`config.mk`:
```
export PLATFORM = sky130hd
export DESIGN_NAME = memory_stage_flat
export DESIGN_NICKNAME = d
export VERILOG_FILES = /design/src/rtl/memory_stage.sv /design/src/rtl/memory_stage_if.sv /design/src/flat_wrapper.sv
export SDC_FILE = /design/constraint.sdc
export NUM_CORES = 1
export LEC_CHECK = 0
export CAP_MARGIN = 20
export CORE_ASPECT_RATIO = 0.75
export CORE_UTILIZATION = 32
export DETAILED_ROUTE_END_ITERATION = 8
export PLACE_DENSITY = 0.89
export SLEW_MARGIN = 20
export SYNTH_ARGS = -nofsm -noshare
export SYNTH_HDL_FRONTEND = slang
export SYNTH_SLANG_ARGS = --single-unit
```
`constraint.sdc`:
```
create_clock -name clk -period 1.5 [get_ports clk]
set_input_delay 0.15 -clock clk [delete_from_list [all_inputs] [get_ports clk]]
set_output_delay 0.15 -clock clk [all_outputs]
set_load 0.01 [all_outputs]
```
`src/rtl/memory_stage.sv`:
```
// Memory stage: turns loads/stores into a req/ack bus transaction,
// aligns load data and passes non-memory results through to writeback.
package memory_stage_pkg;
  typedef logic [6:0] opcode_t;
  typedef logic [2:0] funct3_t;
  localparam opcode_t OP_LOAD  = 7'b0000011;
  localparam opcode_t OP_STORE = 7'b0100011;
endpackage

module memory_stage
  import memory_stage_pkg::*;
#(
  parameter int XLEN     = 32,
  parameter int RCNT_LOG = 5
) (
  input  logic                clk,
  input  logic                nrst,
  input  opcode_t             in_opcode,
  input  funct3_t             in_funct3,
  input  logic [RCNT_LOG-1:0] in_rd_addr,
  input  logic [XLEN-1:0]     in_rd,
  input  logic [XLEN-1:0]     in_mem_addr,
  input  logic [XLEN-1:0]     in_mem_wr_data,
  input  logic                hazi_stall,
  memory_stage_if.master      dmem,
  output logic                hazo_stall,
  output logic                mem_fault,
  output logic [RCNT_LOG-1:0] out_rd_addr,
  output logic [XLEN-1:0]     out_rd
);

  localparam logic [1:0] IDLE = 2'd0;
  localparam logic [1:0] REQ  = 2'd1;
  localparam logic [1:0] DONE = 2'd2;

  logic [1:0]      state;
  logic            req_q;
  logic            we_q;
  logic [XLEN-1:0] lbuf;

  logic            is_load;
  logic            is_store;
  logic            mem_op;
  logic            legal;
  logic            misal;
  logic            valid;
  logic [7:0]      ld_b;
  logic [15:0]     ld_h;
  logic [XLEN-1:0] ld_ext;
  logic [3:0]      be;
  logic [XLEN-1:0] wdata;

  always_comb begin
    is_load  = (in_opcode == OP_LOAD);
    is_store = (in_opcode == OP_STORE);
    mem_op   = is_load | is_store;
    legal    = 1'b0;
    unique case (1'b1)
      is_load:  legal = in_funct3 inside {3'b000, 3'b001, 3'b010,
                                          3'b100, 3'b101};
      is_store: legal = in_funct3 inside {3'b000, 3'b001, 3'b010};
      default:  legal = 1'b0;
    endcase
    misal = ((in_funct3[1:0] == 2'b01) & in_mem_addr[0])
          | ((in_funct3[1:0] == 2'b10) & (|in_mem_addr[1:0]));
    mem_fault = mem_op & (~legal | misal);
    valid     = mem_op & ~mem_fault;
  end

  always_comb begin
    be    = 4'b1111;
    wdata = in_mem_wr_data;
    unique case (in_funct3[1:0])
      2'b00: begin
        be    = 4'b0001 << in_mem_addr[1:0];
        wdata = {4{in_mem_wr_data[7:0]}};
      end
      2'b01: begin
        be    = 4'b0011 << {in_mem_addr[1], 1'b0};
        wdata = {2{in_mem_wr_data[15:0]}};
      end
      default: begin
        be    = 4'b1111;
        wdata = in_mem_wr_data;
      end
    endcase
  end

  always_comb begin
    ld_b   = 8'(lbuf >> {in_mem_addr[1:0], 3'b000});
    ld_h   = 16'(lbuf >> {in_mem_addr[1], 4'b0000});
    ld_ext = lbuf;
    unique case (in_funct3)
      3'b000:  ld_ext = {{(XLEN-8){ld_b[7]}}, ld_b};
      3'b001:  ld_ext = {{(XLEN-16){ld_h[15]}}, ld_h};
      3'b100:  ld_ext = {{(XLEN-8){1'b0}}, ld_b};
      3'b101:  ld_ext = {{(XLEN-16){1'b0}}, ld_h};
      default: ld_ext = lbuf;
    endcase
  end

  always_ff @(posedge clk or negedge nrst) begin
    if (!nrst) begin
      state <= IDLE;
      req_q <= 1'b0;
      we_q  <= 1'b0;
      lbuf  <= '0;
    end else begin
      unique case (state)
        IDLE: if (valid) begin
          state <= REQ;
          req_q <= 1'b1;
          we_q  <= is_store;
        end
        REQ: if (dmem.ack) begin
          state <= DONE;
          req_q <= 1'b0;
          we_q  <= 1'b0;
          lbuf  <= dmem.rdata;
        end
        DONE: if (!hazi_stall) state <= IDLE;
        default: state <= IDLE;
      endcase
    end
  end

  assign dmem.req   = req_q;
  assign dmem.we    = we_q;
  assign dmem.addr  = {in_mem_addr[XLEN-1:2], 2'b00};
  assign dmem.be    = be;
  assign dmem.wdata = wdata;

  assign hazo_stall = valid & (state != DONE);

  // Only a completed load or a non-memory op ever names a register
  always_comb begin
    out_rd_addr = '0;
    out_rd      = '0;
    if (!mem_op) begin
      out_rd_addr = in_rd_addr;
      out_rd      = in_rd;
    end else if (valid & is_load & (state == DONE)) begin
      out_rd_addr = in_rd_addr;
      out_rd      = ld_ext;
    end
  end

endmodule

```
`src/rtl/memory_stage_if.sv`:
```
// Data-memory bus between the memory stage (master) and the data memory (slave).
// Request is held until ack; rdata is valid alongside ack on loads.
interface memory_stage_if #(
  parameter int XLEN = 32
);
  logic            req;
  logic            we;
  logic [XLEN-1:0] addr;
  logic [3:0]      be;
  logic [XLEN-1:0] wdata;
  logic            ack;
  logic [XLEN-1:0] rdata;

  modport master (
    output req, we, addr, be, wdata,
    input  ack, rdata
  );

  modport slave (
    input  req, we, addr, be, wdata,
    output ack, rdata
  );
endinterface

```
`src/flat_wrapper.sv`:
```
// flat-port wrapper written by rule: the top's interface ports become plain ports
module memory_stage_flat import memory_stage_pkg::*;
#(
  parameter int XLEN     = 32,
  parameter int RCNT_LOG = 5
)
  (clk, nrst, in_opcode, in_funct3, in_rd_addr, in_rd, in_mem_addr, in_mem_wr_data, hazi_stall, hazo_stall, mem_fault, out_rd_addr, out_rd, dmem_req, dmem_we, dmem_addr, dmem_be, dmem_wdata, dmem_ack, dmem_rdata);
  memory_stage_if #(.XLEN(XLEN)) dmem_i ();
  input  logic clk;
  input  logic nrst;
  input  opcode_t in_opcode;
  input  funct3_t in_funct3;
  input  logic [RCNT_LOG-1:0] in_rd_addr;
  input  logic [XLEN-1:0] in_rd;
  input  logic [XLEN-1:0] in_mem_addr;
  input  logic [XLEN-1:0] in_mem_wr_data;
  input  logic hazi_stall;
  output logic hazo_stall;
  output logic mem_fault;
  output logic [RCNT_LOG-1:0] out_rd_addr;
  output logic [XLEN-1:0] out_rd;
  output wire logic [$bits(dmem_i.req)-1:0] dmem_req;
  output wire logic [$bits(dmem_i.we)-1:0] dmem_we;
  output wire logic [$bits(dmem_i.addr)-1:0] dmem_addr;
  output wire logic [$bits(dmem_i.be)-1:0] dmem_be;
  output wire logic [$bits(dmem_i.wdata)-1:0] dmem_wdata;
  input wire logic [$bits(dmem_i.ack)-1:0] dmem_ack;
  input wire logic [$bits(dmem_i.rdata)-1:0] dmem_rdata;
  assign dmem_req = dmem_i.req;
  assign dmem_we = dmem_i.we;
  assign dmem_addr = dmem_i.addr;
  assign dmem_be = dmem_i.be;
  assign dmem_wdata = dmem_i.wdata;
  assign dmem_i.ack = dmem_ack;
  assign dmem_i.rdata = dmem_rdata;
  memory_stage #(.XLEN(XLEN), .RCNT_LOG(RCNT_LOG)) u_core (.clk(clk), .nrst(nrst), .in_opcode(in_opcode), .in_funct3(in_funct3), .in_rd_addr(in_rd_addr), .in_rd(in_rd), .in_mem_addr(in_mem_addr), .in_mem_wr_data(in_mem_wr_data), .hazi_stall(hazi_stall), .dmem(dmem_i), .hazo_stall(hazo_stall), .mem_fault(mem_fault), .out_rd_addr(out_rd_addr), .out_rd(out_rd));
endmodule
```
After elaboration in Yosys (flattened, before gate mapping)
Index checks and enable logic that the tools add are counted.

Reduce and logical (&&, ||, !) cells: 10. $mul: 0. Div/mod/pow operators: 0. Magnitude comparators: 0. Shift-type cells: 4. Bitwise gates (word level): 12. Add/subtract/negate cells: 0. Eq/ne operators: 14. Multiplexer cells: 17.

Operators with widths (number): 32-bit case mux with 4 select lines (1); 32-bit two-way mux (2); 32-bit case mux with 2 select lines (1); 32-bit by 5-bit >> shifter with 16-bit output (1); 32-bit by 5-bit >> shifter with 8-bit output (1); 5-bit two-way mux (2); 4-bit case mux with 2 select lines (1); 1-bit bitwise AND (7); 7-bit by 2-bit == test with 1-bit output, second input constant (1); 7-bit by 6-bit == test with 1-bit output, second input constant (1); 3-bit == test, second input constant (2); 2-bit two-way mux (3); 2-bit inequality test, second input constant (3); 1-bit case mux with 2 select lines (3); 2-bit case mux with 3 select lines (1); 3-bit AND reduction (2); 5-bit nonzero test (1); 2-bit by 1-bit == test with 1-bit output, second input constant (2); 2-bit == test, second input constant (2); 2-bit logical NOT (2); 1-bit by 2-bit << shifter with 4-bit output, first input constant (1); 2-bit by 2-bit << shifter with 4-bit output, first input constant (1); 3-bit by 1-bit == test with 1-bit output, second input constant (1); 3-bit by 2-bit == test with 1-bit output, second input constant (1); 9 further kinds (14).

Register bits: 36. Memories: 0. Memory bits (read-only): 0. Latch bits: 0. Bits of input ports: 147. Memory bits (writable): 0.

Longest topological paths before layout
Depth after elaboration: 12. Mapped depth: 6.

Least setup slack after synthesis
Ideal clock, no wire load.

Kind: register -> output. From: register u_core.lbuf[31]. To: output port out_rd[21]. Cell stages (with the launch flop): 6. Setup slack: -139 ps. Arrival time: 1489 ps. Cells stage by stage: dfrtp_1 > mux4_2 > and2_4 > o2bb2ai_4 > buf_6 > o31ai_1.

Cells in the longest elaborated chain, start to end: 4.

Ends and longest elaborated chain: start, declared (line memory_stage.sv:39) `logic [XLEN-1:0] lbuf;`; start signal, assigned (line memory_stage.sv:119) `lbuf <= dmem.rdata;`; 32-bit by 5-bit >> shifter with 16-bit output or 32-bit by 5-bit >> shifter with 8-bit output (tied branches) (line memory_stage.sv:91, memory_stage.sv:90); 32-bit case mux with 4 select lines (*) (line memory_stage.sv:93) `unique case (in_funct3)`; 32-bit two-way mux (*) (line memory_stage.sv:142) `end else if (valid & is_load & (state == DONE)) begin`; 32-bit two-way mux (*) (line memory_stage.sv:139) `if (!mem_op) begin`; end, declared (line flat_wrapper.sv:21) `output logic [XLEN-1:0] out_rd;`.

Every way passes the cells marked *; elsewhere a longest branch is shown, timed or not.

Worst setup path after layout
From: register u_core.state[0]. To: output port out_rd[28].

Cells in the longest elaborated chain, start to end: 4.

Ends and longest elaborated chain: start, declared (line memory_stage.sv:36) `logic [1:0] state;`; start signal, assigned (line memory_stage.sv:104) `state <= IDLE;`; start signal, assigned (line memory_stage.sv:111) `state <= REQ;`; start signal, assigned (line memory_stage.sv:116) `state <= DONE;`; 2-bit == test (line memory_stage.sv:142); 1-bit bitwise AND (line memory_stage.sv:142); 32-bit two-way mux (line memory_stage.sv:142); 32-bit two-way mux (line memory_stage.sv:139).

No other way between the ends.

==> impl_metrics.py <==
metrics = {
    "outcome": {
        "status": "complete, but fails checks",
        "violations": "setup timing",
    },
    "critical_path": {
        "critPathKind": "reg2out",
        "arrival_ps": 1990,
        "cpPeakStageDelay_ps": 420,
        "path_cells": "nor3b_4 > nand4b_4 > buf_12 > buf_16 > o31ai_1 > buf_2",
        "cp-end-kind": "output pin",
        "cp_max_fo": 8,
        "required_ps": 1350,
        "crit_path_start_kind": "flip-flop",
        "cpMaxStageDelayCell": "dfrtp_1",
    },
    "timing": {
        "hold_viol_final": 0,
        "post-route-period-util_pct": 143,
        "worst_slack_ps": -639,
        "clock_skew_ps": 10.5,
        "rsz0062_at_grt": "true",
        "max_freq_mhz": 467,
        "final-setup-viol-count": 78,
        "slew_viol_final": 0,
        "fin_crit_ps": 2140,
    },
    "route": {
        "dr.pass1.iters": 5,
        "route.met2.wl_mm": 7.81,
        "top_layer_used": "met4",
        "dr_wl_met3_mm": 1.25,
        "wirelength_mm": 16.4,
        "via_per_inst": 5.39,
        "vias": 4246,
        "drc_errors": 0,
        "wirelength_met1_mm": 6.65,
        "ant_nets": 0,
        "wl_per_cell_microns": 20.8,
        "drtIter0Drc": 240,
    },
    "floorplan": {
        "initial_core_util_pct": 33.3,
        "fp.dieW_microns": 122,
        "ios": 256,
        "coreArea_sq_um": 10400,
        "die_y_microns": 92.0,
        "rows": 32,
        "dieArea_sq_um": 11200,
    },
    "global_route": {
        "grt_pass1_vias": 4217,
        "grt_remaining_overflow": 0,
        "grt_pass1_wl_mm": 22.8,
        "grt_use_total_pct": 26.9,
        "grt_max_degree": 30,
        "antenna_found_initial": 0,
    },
    "final_layout": {
        "drive_gt1_share_pct": 46.0,
        "post-route-util_pct": 65.1,
        "final_nets": 798,
        "n_antenna_cell": 0,
        "syn2layout_area_growth_pct": 95.6,
        "multi_input_area_sq_um": 2560,
        "n_fill_cell": 793,
        "seqCellArea_sq_um": 901,
    },
    "clocking": {
        "cts_made_buffers": 5,
        "clock_latency_ps": 300,
        "cts.clk_slew.worst_paths_ps": 60,
        "clockRootBuffer": "clkbuf_16",
        "clock-sinks": 36,
        "h-tree-depth": 2,
        "cts_buffer_depth": 2,
        "cts_tree": "done",
    },
    "placed_design": {
        "io_buffers": 193,
        "detailed_place_hpwl_mm": 10.7,
        "gp_congestion": 0.858,
        "pre_cts_slack_ps": -1050,
    },
    "pwr": {
        "p_clk_share_pct": 28.7,
        "swShare_pct": 31.4,
        "switching_power_mw": 1.44,
        "pwr-share-seq_pct": 27.7,
        "power.density_nw_per_um2": 678,
        "leakage_nw": 3.20,
        "p_int_mw": 3.14,
        "combPwrFrac_pct": 43.6,
        "ir_drop_v": 0.000545,
    },
    "yosys": {
        "synth.cell_area_sq_um": 3450,
        "yosys_most_used_dff": "dfrtp_1",
        "synth_cells": 404,
        "synth-seq-cells": 36,
        "syn_area_per_cell_sq_um": 8.55,
        "ys_seq_area_share_pct": 26.1,
        "synth_edf_count": 0,
        "async_reset_ff_share_pct": 100,
        "ys_types": 52,
        "ys_warn_count": 0,
    },
    "flow_run": {
        "maxCapViolCount": 0,
    },
    "min_path": {
        "min_path_type": "in2async",
    },
}
==> per-layer routing <==
layer | GRT usage [%] | vias up
li1 | - | 1896
met1 | 34.6 | 2053
met2 | 42.7 | 227
met3 | 6.16 | 70
met4 | 11.6 | 0
met5 | 0 | -
==> layout by cell type (no fill, tap or decap), types with 3 or more instances in the layout <==
cell and count:
buf_16 3, clkbuf_16 5, clkbuf_2 3, a21boi_2 5, nand4_1 6, a211o_1 7, nand2b_4 3, nor2b_1 8
mux2i_1 9, and3b_1 7, inv_1 6, nand2_1 49, o31ai_1 11, mux2_4 39, buf_6 38, buf_12 13
o21ai_1 4, buf_4 66, nand2b_1 3, dlygate4sd2_1 17, buf_8 4, dfrtp_1 36, nand3_1 6, o2111ai_2 6
o31ai_4 9, mux2_2 10, a21oi_2 11, buf_2 48, nor2_1 35, o31ai_2 6, o21ai_0 15, clkdlybuf4s50_1 113
==> cell usage after synthesis, types with 10 or more instances <==
library cell,instances,share of area [%]
mux2_2,47,15
o31ai_1,24,5.2
nor2b_1,10,1.8
a21oi_1,13,1.9
clkbuf_1,12,1.3
mux2i_1,11,3.2
nand2_1,50,5.4
dfrtp_1,36,26
buf_4,41,8.9
nor2_1,37,4.0
o21ai_0,20,2.9
buf_2,12,1.7
==> metrics by stage <==
| step | hold WS (ps) | area, sq um | cells | setup TNS (ps) | power [mW] |
|---|---|---|---|---|---|
| global route | 274 | 6750 | 788 | -35660 | 4.75 |
| finish | 251 | 6750 | 788 | -32030 | 4.58 |
| detailed placement | 18.9 | 5740 | 734 | -63200 | 2.97 |
| floorplan | -146 | 3510 | 405 | -1490 | 2.01 |
| CTS | 248 | 6490 | 776 | -24350 | 4.34 |
| global placement | 14.7 | 5740 | 734 | -58690 | 2.91 |
==> final cells by class <==
cell class | instances | area share [%]
Clock inverter | 1 | 0.445
Timing Repair Buffer | 309 | 43.0
Sequential cell | 36 | 13.3
Inverter | 8 | 0.519
Multi-Input combinational cell | 291 | 37.9
Tap cell | 136 | 2.52
Clock buffer | 7 | 2.26
==> timing repair <==
item,CTS,global route
gates resized for setup,353,81
endpoints found under the setup margin,101,89
endpoints found under the hold margin,36,0
buffers inserted,29,17
pin swaps,30,17
cloned,6,0
hold buffers,1,0
==> critical path, delay by kind of cell (launching register included) <==
family / cells / cell delay, ps
AND/OR/NAND/NOR: 2 / 450
AO/OA/AOI/OAI: 1 / 310
flip-flops: 1 / 420
buffers and inverters: 3 / 520
==> registers in the layout (all words and copies together) (netlist names) <==
register and cells:
u_core.dmem.we 1, u_core.dmem.req 1, u_core.lbuf 32, u_core.state 2
==> path summary, 6_finish.rpt <==
path,from,to,slack [ps],depth (start not counted)
min in group clk,in_mem_addr[10],dmem_addr[10],300,0
setup reg to reg,u_core.state[0]$_DFFE_PN0P_,u_core.lbuf[16]$_DFFE_PN0P_,-410,9
hold reg to reg,u_core.lbuf[3]$_DFFE_PN0P_,u_core.lbuf[3]$_DFFE_PN0P_,510,1
setup / recovery,u_core.state[0]$_DFFE_PN0P_,out_rd[28],-640,6
hold / removal,nrst,u_core.lbuf[11]$_DFFE_PN0P_,250,2
max in group asynchronous,nrst,u_core.state[1]$_DFFE_PN0P_,800,3
==> cells by family after synthesis <==
logic type	synth area share (%)
simple gates	20.0
compound gates	19.3
buf+inv	14.5
mux	19.8
flops	26.1
xor+xnor	0.254
other cells	0.109
==> power by group through the flow <==
stage               Clock, mW  Combinational [mW]  Sequential (mW)
finish                   1.32                2.00             1.27
global route             1.37                2.11             1.28
CTS                      1.31                1.79             1.25
detailed placement          0                1.70             1.27
global placement            0                1.66             1.26
floorplan                   0               0.754             1.26
(Power assumes the default switching activity.)
